===== src/rtl/lsu_align.sv =====
// Load/store alignment unit in front of a word-addressed RAM with a
// synchronous read-before-write port; sub-word stores are read-modify-write.
module lsu_align #(
  parameter logic [31:0] ADDR_LIMIT = 32'h0000_0800
) (
  input  logic        clk,
  input  logic        rst_n,
  input  logic        req,
  input  logic        is_store,
  input  logic [2:0]  funct3,
  input  logic [31:0] addr,
  input  logic [31:0] wdata,
  output logic        ready,
  output logic        done,
  output logic        err,
  output logic [31:0] rdata,
  output logic [31:0] mem_addr,
  output logic [31:0] mem_wdata,
  output logic        mem_we,
  input  logic [31:0] mem_rdata
);

  typedef enum logic [1:0] {
    IDLE  = 2'd0,
    LOAD  = 2'd1,
    STORE = 2'd2
  } state_t;

  localparam logic [2:0] F3_BYTE  = 3'b000;
  localparam logic [2:0] F3_HALF  = 3'b001;
  localparam logic [2:0] F3_WORD  = 3'b010;
  localparam logic [2:0] F3_BYTEU = 3'b100;
  localparam logic [2:0] F3_HALFU = 3'b101;

  state_t      state_q;
  logic [31:0] addr_q;
  logic [2:0]  funct3_q;
  logic [31:0] wdata_q;
  logic        done_q;
  logic        err_q;
  logic [31:0] rdata_q;

  logic        widthLegal;
  logic        alignLegal;
  logic        rangeLegal;
  logic        accessLegal;
  logic [31:0] rdata_d;
  logic [31:0] storeMerged;

  // Legality is judged straight from the ports so a bad request never
  // leaves IDLE and never touches the RAM.
  always_comb begin
    widthLegal = 1'b0;
    if (is_store) begin
      widthLegal = (funct3 == F3_BYTE) || (funct3 == F3_HALF) ||
                   (funct3 == F3_WORD);
    end else begin
      widthLegal = (funct3 == F3_BYTE)  || (funct3 == F3_HALF)  ||
                   (funct3 == F3_WORD)  || (funct3 == F3_BYTEU) ||
                   (funct3 == F3_HALFU);
    end
    alignLegal = 1'b1;
    if (funct3[1:0] == 2'b01) begin
      alignLegal = (addr[0] == 1'b0);
    end else if (funct3[1:0] == 2'b10) begin
      alignLegal = (addr[1:0] == 2'b00);
    end
    rangeLegal  = (addr < ADDR_LIMIT);
    accessLegal = widthLegal && alignLegal && rangeLegal;
  end

  // Lane extraction and extension of the word the RAM returns in LOAD.
  always_comb begin
    logic [31:0] shifted;
    logic [7:0]  byteLane;
    logic [15:0] halfLane;
    shifted  = mem_rdata >> {addr_q[1:0], 3'b000};
    byteLane = shifted[7:0];
    halfLane = addr_q[1] ? mem_rdata[31:16] : mem_rdata[15:0];
    rdata_d  = mem_rdata;
    unique case (funct3_q)
      F3_BYTE:  rdata_d = {{24{byteLane[7]}}, byteLane};
      F3_HALF:  rdata_d = {{16{halfLane[15]}}, halfLane};
      F3_BYTEU: rdata_d = {24'h000000, byteLane};
      F3_HALFU: rdata_d = {16'h0000, halfLane};
      default:  rdata_d = mem_rdata;
    endcase
  end

  // Merge the lane-shifted store data into the old word under a byte mask.
  always_comb begin
    logic [3:0]  byteMask;
    logic [31:0] bitMask;
    logic [31:0] shiftedData;
    shiftedData = wdata_q << {addr_q[1:0], 3'b000};
    unique case (funct3_q[1:0])
      2'b00:   byteMask = 4'b0001 << addr_q[1:0];
      2'b01:   byteMask = addr_q[1] ? 4'b1100 : 4'b0011;
      default: byteMask = 4'b1111;
    endcase
    bitMask = {{8{byteMask[3]}}, {8{byteMask[2]}},
               {8{byteMask[1]}}, {8{byteMask[0]}}};
    storeMerged = (shiftedData & bitMask) | (mem_rdata & ~bitMask);
  end

  always_ff @(posedge clk) begin
    if (!rst_n) begin
      state_q  <= IDLE;
      addr_q   <= 32'h0;
      funct3_q <= 3'b000;
      wdata_q  <= 32'h0;
      done_q   <= 1'b0;
      err_q    <= 1'b0;
      rdata_q  <= 32'h0;
    end else begin
      done_q <= 1'b0;
      err_q  <= 1'b0;
      unique case (state_q)
        IDLE: begin
          if (req) begin
            if (accessLegal) begin
              addr_q   <= addr;
              funct3_q <= funct3;
              wdata_q  <= wdata;
              state_q  <= is_store ? STORE : LOAD;
            end else begin
              done_q <= 1'b1;
              err_q  <= 1'b1;
            end
          end
        end
        LOAD: begin
          rdata_q <= rdata_d;
          done_q  <= 1'b1;
          state_q <= IDLE;
        end
        STORE: begin
          done_q  <= 1'b1;
          state_q <= IDLE;
        end
        default: state_q <= IDLE;
      endcase
    end
  end

  // The RAM samples the port address at the accept edge, so IDLE passes it through.
  assign mem_addr  = (state_q == IDLE) ? {addr[31:2], 2'b00} : {addr_q[31:2], 2'b00};
  assign mem_we    = (state_q == STORE) && rst_n;
  assign mem_wdata = (state_q == STORE) ? storeMerged : 32'h0;
  assign ready     = (state_q == IDLE);
  assign done      = done_q;
  assign err       = err_q;
  assign rdata     = rdata_q;

endmodule


===== config.mk =====
export PLATFORM = sky130hd
export DESIGN_NAME = lsu_align
export DESIGN_NICKNAME = d
export VERILOG_FILES = /design/src/rtl/lsu_align.sv
export SDC_FILE = /design/constraint.sdc
export NUM_CORES = 1
export LEC_CHECK = 0
export BUFFER_PORTS_ARGS = -buffer_cell sky130_fd_sc_hd__clkbuf_2
export CAP_MARGIN = 20
export CORE_UTILIZATION = 40
export CTS_CLUSTER_SIZE = 20
export DETAILED_ROUTE_END_ITERATION = 10
export GPL_TIMING_DRIVEN = 0
export HOLD_SLACK_MARGIN = 0.03
export PLACE_DENSITY_LB_ADDON = 0.12
export SLEW_MARGIN = 10
export SYNTH_ARGS = -nofsm -noshare
export SYNTH_HDL_FRONTEND = slang
export SYNTH_SLANG_ARGS = --single-unit

===== constraint.sdc =====
create_clock -name clk -period 2.2 [get_ports clk]
set_input_delay 0.44 -clock clk [delete_from_list [all_inputs] [get_ports clk]]
set_output_delay 0.44 -clock clk [all_outputs]
set_load 0.03 [all_outputs]

==> results of run 1 <==
## cell families after synthesis
kind of cell | count (synthesis)
simple gates | 225
mux | 117
flops | 103
fa+ha+maj | 4
other cells | 1
compound gates | 131
buf+inv | 59
## worst max-delay path by stage
stage | start | endpoint
finish | addr_q[0] | mem_wdata[11]
global route | addr_q[0] | mem_wdata[12]
CTS | addr_q[0] | mem_wdata[10]
detailed placement | addr_q[1] | mem_wdata[30]
global placement | addr_q[1] | mem_wdata[30]
floorplan | addr_q[0] | mem_wdata[24]
## cell type report
type / count / area share (%)
plain buffers: 52 / 4.82
clock buffers: 11 / 3.19
clock inverters: 5 / 0.821
inverters: 5 / 0.300
multi-input cells: 479 / 44.3
flip-flops and latches: 103 / 26.2
well taps: 176 / 2.78
repair buffers: 215 / 17.6
## power breakdown
| part | switching, uW | internal, uW | total, uW |
|---|---|---|---|
| Clock | 745 | 955 | 1700 |
| Sequential | 0.559 | 1860 | 1860 |
| Combinational | 243 | 149 | 392 |
| Total | 989 | 2970 | 3960 |
## state kept, by name, indices dropped and copies added, names as in the netlist
signal	cells
addr_q	32
done	1
err	1
funct3_q	3
rdata	32
state_q	2
wdata_q	32
## critical path: stages (launching register included)
cell and delay [ns]:
dfxtp_4 0.36, buf_8 0.12, or2_4 0.28, a21oi_4 0.24, buf_12 0.16, mux2i_2 0.22
nor2b_2 0.07, clkbuf_8 0.16
## repair_timing
action / in CTS / in global routing
pin swaps: 30 / 21
cloned: 1 / 1
setup buffers: 13 / 2
resized for setup: 131 / 53
endpoints found under the setup margin: 64 / 60
## metrics by stage
stage	total power [uW]	worst slack, ns
after CTS	3970	-0.183
final	3960	-0.199
after detailed placement	2290	-0.220
after global placement	2280	-0.236
after floorplan	2090	0.0109
after global routing	4090	-0.231
## cell usage after synthesis (4+ instances only)
cell type	count
o221ai_1	7
dfxtp_1	103
nor2b_1	25
nand2_1	124
a22oi_1	15
mux2_2	31
a22o_1	7
nand3_1	15
ha_1	4
a32o_1	9
and2_1	23
buf_1	4
o211ai_1	8
nor3_1	4
a21boi_0	8
o211a_1	8
o21ai_0	26
mux2i_1	85
buf_2	8
nor2_1	12
nand2b_1	10
buf_4	5
a21oi_1	33
clkbuf_1	34
## per-layer routing
layer,GRT usage [%],wire (um),part of all wire [%]
met1,34.5,8660,46
met3,3.68,920,4.9
met2,41.1,8710,46
met4,12.5,652,3.4
met5,0,0,0
==> results.txt, run 1 <==
- For hold timing, the worst endpoint is wdata_q[4].
- Measured in cells, the most critical reg-to-reg path has a length of 6.
- The final critical path takes up 109% of the cycle.
- Clock Path Buffers: 2
* Mux share of post-synthesis cell area: 21.7%
* Number of placed instances, taps included: 1016
- CTS sink cnt: 103
- Of the total synthesized cell area, the portion taken by XOR and XNOR cells is 0%.
- Clock root buffer master: clkbuf_16
- For this run, the number of Yosys warnings is 0.
* Number of global-route vias before repair: ~5400
* Post-place instance area: a little under 7000 um^2
* Synthesized-area fraction occupied by ao, oa, aoi and oai cells: 16.2%
* Lkg Pwr: 0.00338 uW
- Fill cells in the final layout number approximately 1300.
- The count of cells in the finished layout, fillers not included, comes to 1046.
- Total negative setup slack: -2.50 ns
- In the layout the commonest cells are 170 x clkbuf_2, 116 x nand2_1, 98 x dfxtp_1.
- Ranked by total cell area, the synthesized netlist is headed by dfxtp_1 37%, mux2i_1 15%, nand2_1 8.3%, mux2_2 6.2%, a21oi_1 2.9%.
- In this run, synthesis inferred 0 flip-flops with an integrated enable.
- Worst hold path depth: 3
- Total congestion overflow after global routing: 0
- The number of pins with negative max-slew slack in the final report came to 0.
- Setup slack on the critical path of the routed design comes to -0.199 ns.
* Slack of the worst reg-to-reg path: roughly 0.2 ns
- The floorplan step set the die height to 121 um.
* Initial cell density of the core: 41.8%
- Setup repair after global routing missed its margin: yes
- Entering global routing, the biggest net connects 18 pins.
- The synthesized design devotes to its leading area cell type about 37% of total area.
- Violated checks: negative setup slack
* Wirelength per Cell: 18.1 um
* Synthesized netlist cell count: 640
* Non-Filler Cell Area, Final: about 8000 um^2
* Number of nets with antenna violations after routing: 0
- The worst setup path is captured at a primary output.
* Port-buffer cells: 199
- TritonCTS built the clock tree.
- In this run the horizontal extent of the chip is 121 um.
- Number of nets in the finished design: 972
* Hold Crit Class: in2reg
- Max frequency: 0.417 GHz
- Worst vdd rail ir drop: between 0.0003 and 0.0004 V
- Dividing total power by cell area gives a power density of 499 nW/um^2.
* Area share of fa/ha/maj cells after synthesis: less than 1%
- Overall die area: between 10000 and 15000 um^2
- Storage cell area: 2070 um^2
- The multi-input combinational cells in the finished layout cover a total of 3510 um^2.
* Startpoint of the worst hold path: wdata[4]
* Share of synthesized cell area in and, or, nand and nor gates: between 15 and 20%
- 0 antenna diodes ended up in the layout.
- By area, the combinational part of the netlist is dominated by multiplexers.
- After synthesis the netlist holds a flip-flop and latch count of 103.
* # hold bufs at CTS: 0
- Cell Area, Synth: 5620 um^2
- Status: complete, but fails checks
* Row cnt: 42
- In this run, the number of DRC markers left after iteration 0 of detailed routing was around 340.
- Data on the critical path is required at its endpoint by 1.76 ns.
- Worst Max-Slew Pin Slew: 0.579 ns
- Count of final hold-check violations: 0
- # setup viols final: 24
- Headroom to the max-slew limit came out at roughly three fifths.
* Synth area leader: dfxtp_1
- Worst Setup Start Kind: register
- Mean cell area of the mapped netlist: 8.79 um^2
- First-pass GRT wire length: between 20 and 30 mm
* Biggest fanout along the worst timing path: 5
- The wire-length estimate of the detail-placed layout is about 15 mm.
* Share of flip-flops with an asynchronous set or reset after synthesis: 0%
- Across all hold checks on the routed design, the worst slack comes to 0.303 ns.
- The setup path with the least slack is of type reg2out.
- Maximum level of the CTS H-tree: 3
- In this run the critical register-to-register path is captured at rdata[26].
* Cell variety after synth: 45
- Most used flip-flop cell after synthesis: dfxtp_1
- The area growth from synthesis to layout is 40.9%.
- The total area inside the core boundary comes to 13500 um^2.
- CTS buffer count: 9
- Last weighted congestion value of the routability-driven placer: between 0.9 and 1
- Max-Cap Viols: 0
* Data arrival time of the critical path: 1.96 ns
- On the final layout, the worst clock skew is 0.00660 ns.
* Initial antenna violation count: 0
* Number of vias after detailed routing: 5595
- For this block, the routed nets add up to 18.9 mm of wire.
- After detailed routing, the number of remaining DRC violations is 0.
- # IOs: between 200 and 250
- For this run, the total global-route usage over all layers was measured as approximately a quarter.
- CTS clock-pin slew for the worst setup and hold paths: around 0.070 ns
- The worst path in the final design needs a cycle of 2.40 ns, including I/O delays and setup.
- Cells with a size suffix above 1 make up 40.2% of the layout.
- Most frequent standard cell in the layout excluding fill and tap cells: clkbuf_2
* Detailed-router iteration count before antenna repair: 7
- Clock latency on the worst-skew pair, taken at its later pin, is around 0.36 ns.
- Cells fill 58.9% of the core in the end.
* Start of the worst register-to-register path: addr_q[1]
- Number of vias per cell after detailed routing: 5.35
- Summing the sequential cell areas from Yosys gives between 30% and 40% of the chip area.
Power figures use the tool's default switching activity.
==> run 2, diff against run 1 <==
CORE_UTILIZATION = 50   (was 40)
SETUP_SLACK_MARGIN = 0.2   (was unset)
==> results.txt, run 2 (synthesis gave the netlist of run 1 again) <==
- Most frequent standard cell in the layout excluding fill and tap cells: clkbuf_2
- The number of levels in the clock H-tree is 3 (unchanged).
* Number of nets in the finished design: 1012 (+4.1%)
- Cell internal power dissipation: 2550 uW (-14%)
- Setup repair after global routing could not meet its margin everywhere.
- Worst slack, placed: -0.264 ns (-0.0446 ns)
- Final period utilization: 111% (+1.6 points)
- The part of the power in registers was 52.3% (+5.2 points).
- Initial antenna violation count: 0 (unchanged)
- Pin count of the biggest net entering global routing: 19 (+1)
- The number of pins with negative max-slew slack in the final report was 0 (unchanged).
- The average vias per placed instance came to 6.02 (+13%).
* DRC errors left: 0 (unchanged)
- Overall track demand over capacity in global routing: 35.2% (+9.4 points)
* Switch Pwr: 1020 uW (+2.7%)
- Lkg Pwr: 0.00381 uW (+13%)
- Portion of total power attributed to combinational logic: 14.1% (+4.2 points)
- The data required time at the worst endpoint came to 1.76 ns (about the same).
- Worst hold path depth: 3 (unchanged)
* Horizontal extent of the die: 108 um (-10%)
* Overall die area: 11700 um^2 (-20%)
- The die height came to 108 um (-10%).
- The length in cells of the worst reg-to-reg path is 7 (+1).
- Worst Max-Slew Pin Slew: 0.547 ns (-0.0320 ns)
- The minimum clock period came to 2.43 ns (+0.0344 ns).
* Worst hold slack: 0.278 ns (-0.0251 ns)
* Initial cell density of the core: 51.7% (+9.8 points)
- Worst vdd rail ir drop: 0.000291 V (-26%)
- The instance area after placement came to 6950 um^2 (+1.1%).
* CTS buffer count: 9 (unchanged)
* Data arrival time of the critical path: 1.99 ns (+0.03 ns)
- The power share of the clock group came to 33.6% (-9.4 points).
- Violated checks: negative setup slack
- The critical path is of the reg2out type.
- Hold Crit Class: in2reg
- Number of global-route vias before repair: 5818 (+8.1%)
- The ratio of cells with drive above 1 in the final layout was 45.3% (+5.0 points).
- The clock net sink count came to 103 (unchanged).
- Total half-perimeter wirelength after legalization and detailed placement: 14.2 mm (-3.1%)
- Number of nets with antenna violations after routing: 0 (unchanged)
* Max frequency: 0.411 GHz (-1.4%)
- Count of final hold-check violations: 0 (unchanged)
- The latest clock arrival within the worst-skew pair is 0.39 ns (+0.03 ns).
* Largest delay share family, worst path: buffers and inverters
- The relative slew slack came to 63.0% (+1.6 points).
- The number of buffers inserted by port buffering was 199 (unchanged).
* Area of the placeable core: 10900 um^2 (-19%)
- The number of max-cap violations is 0 (unchanged).
* First-pass GRT wire length: 31.3 mm (+9.4%)
- Clock tree synthesis selected as its root buffer the cell clkbuf_8.
- The total chip power is 3560 uW (-9.9%).
- The overall overflow remaining after global route came to 0 (unchanged).
- The total wire length was 22.6 mm (+19%).
- CP Depth: 7 (unchanged)
* Ratio of total power to cell area: 403 nW/um^2 (-19%)
* Library cell contributing the largest single delay on the critical path: dfxtp_4
- Fraction of power spent switching nets: 28.5% (+3.5 points)
- The peak per-stage delay on the critical path was 0.37 ns (about the same).
- The starting DRC count in detailed routing was 594 (+76%).
* Wirelength per Cell: 21.5 um (+19%)
- Worst Setup Start Kind: register
- Worst path cell trace: buf_8, or2_4, a21oi_4, buf_12, mux2i_4, nor2b_2, clkbuf_8
- Post-layout worst setup margin: -0.233 ns (-0.0344 ns)
* # setup viols final: 34 (+42%)
- Last weighted congestion value of the routability-driven placer: 0.926 (+2.8%)
- TritonCTS built the clock tree.
- The number of primary I/O pins is 203 (unchanged).
- Biggest fanout along the worst timing path: 8 (+3)
- The count of standard-cell rows was 38 (-9.5%).
- Finished Core Util: 81.3% (+22 points)
* Buffering stage count on the worst path with inverters included: 3 (unchanged)
* Detailed-router iteration count before antenna repair: 6 (-1)
- # hold bufs at CTS: 0 (unchanged)
* CTS clock-pin slew for the worst setup and hold paths: 0.10 ns (+0.03 ns)
* Number of vias after detailed routing: 6320 (+13%)
- In the layout the commonest cells are 139 x clkbuf_2, 117 x nand2_1, 97 x dfxtp_1.
- Category of the worst setup path capture point: primary output
- Largest clock skew in the final design: 0.0152 ns (+0.00858 ns)
- Clock Path Buffers: 2 (unchanged)
- Status: complete, but fails checks
- Number of antenna cells inserted: 0 (unchanged)
- Compared with the post-synthesis result, the final layout area differs by 57.3%.
- The cell area after layout was 8850 um^2 (+12%).
-- run 2: cell types whose count changed in the layout (fill, tap and decap cells not counted), sizes merged --
| cell | delta |
|---|---|
| clkinvlp | +1 |
| clkbuf | -33 |
| clkinv | -1 |
| inv | +2 |
| bufinv | -1 |
| buf | +72 |
-- run 2: power groups by stage --
stage	clock network (uW)	logic, uW	registers [uW]
2_1_floorplan	0	185	1910
3_3_place_gp	0	369	1910
3_5_place_dp	0	376	1910
4_1_cts	1180	451	1860
5_1_grt	1270	520	1860
6_report	1200	501	1860
-- run 2: worst min-delay path, delay by kind of cell --
kind	cells	cell delay (ns)
muxes	1	0.06
and+or+nand+nor	1	0.04
buffers and inverters	1	0.08
-- run 2: final timing paths --
path	startpoint	end	slack, ns
worst max-delay path	addr_q[0]	mem_wdata[15]	-0.23
worst min-delay path	wdata[22]	wdata_q[22]	0.28
worst max register to register	state_q[1]	addr_q[22]	0.18
worst min register to register	wdata_q[27]	wdata_q[27]	0.47
-- run 2: cell type report --
type	instances	area [um^2]
Multi-Input combinational cell	479	3800
Timing Repair Buffer	253	2130
Sequential cell	103	2070
Fill cell	645	2040
Buffer	54	458
Tap cell	140	175
Clock buffer	10	138
Clock inverter	6	52.6
Inverter	5	20.0
-- run 2: repair_timing --
| action | CTS | global route |
|---|---|---|
| gates cloned | 3 | 0 |
| setup endpoints to repair | 100 | 103 |
| pin swaps | 13 | 24 |
| resized for setup | 247 | 98 |
| setup buffers | 23 | 28 |
-- run 2: stage by stage --
step,setup TNS (ns),std cells
2_1_floorplan,0,641
6_report,-4.22,1050
3_5_place_dp,-3.43,980
5_1_grt,-6.10,1050
4_1_cts,-2.90,1022
3_3_place_gp,-2.18,980
-- run 2: layer usage --
layer	vias to the layer above	share of wire, %	track usage, %
met3	98	9.4	6.39
met1	2961	38	45.0
met5	-	0	0
met2	476	48	57.7
li1	2785	-	-
met4	0	4.7	16.1
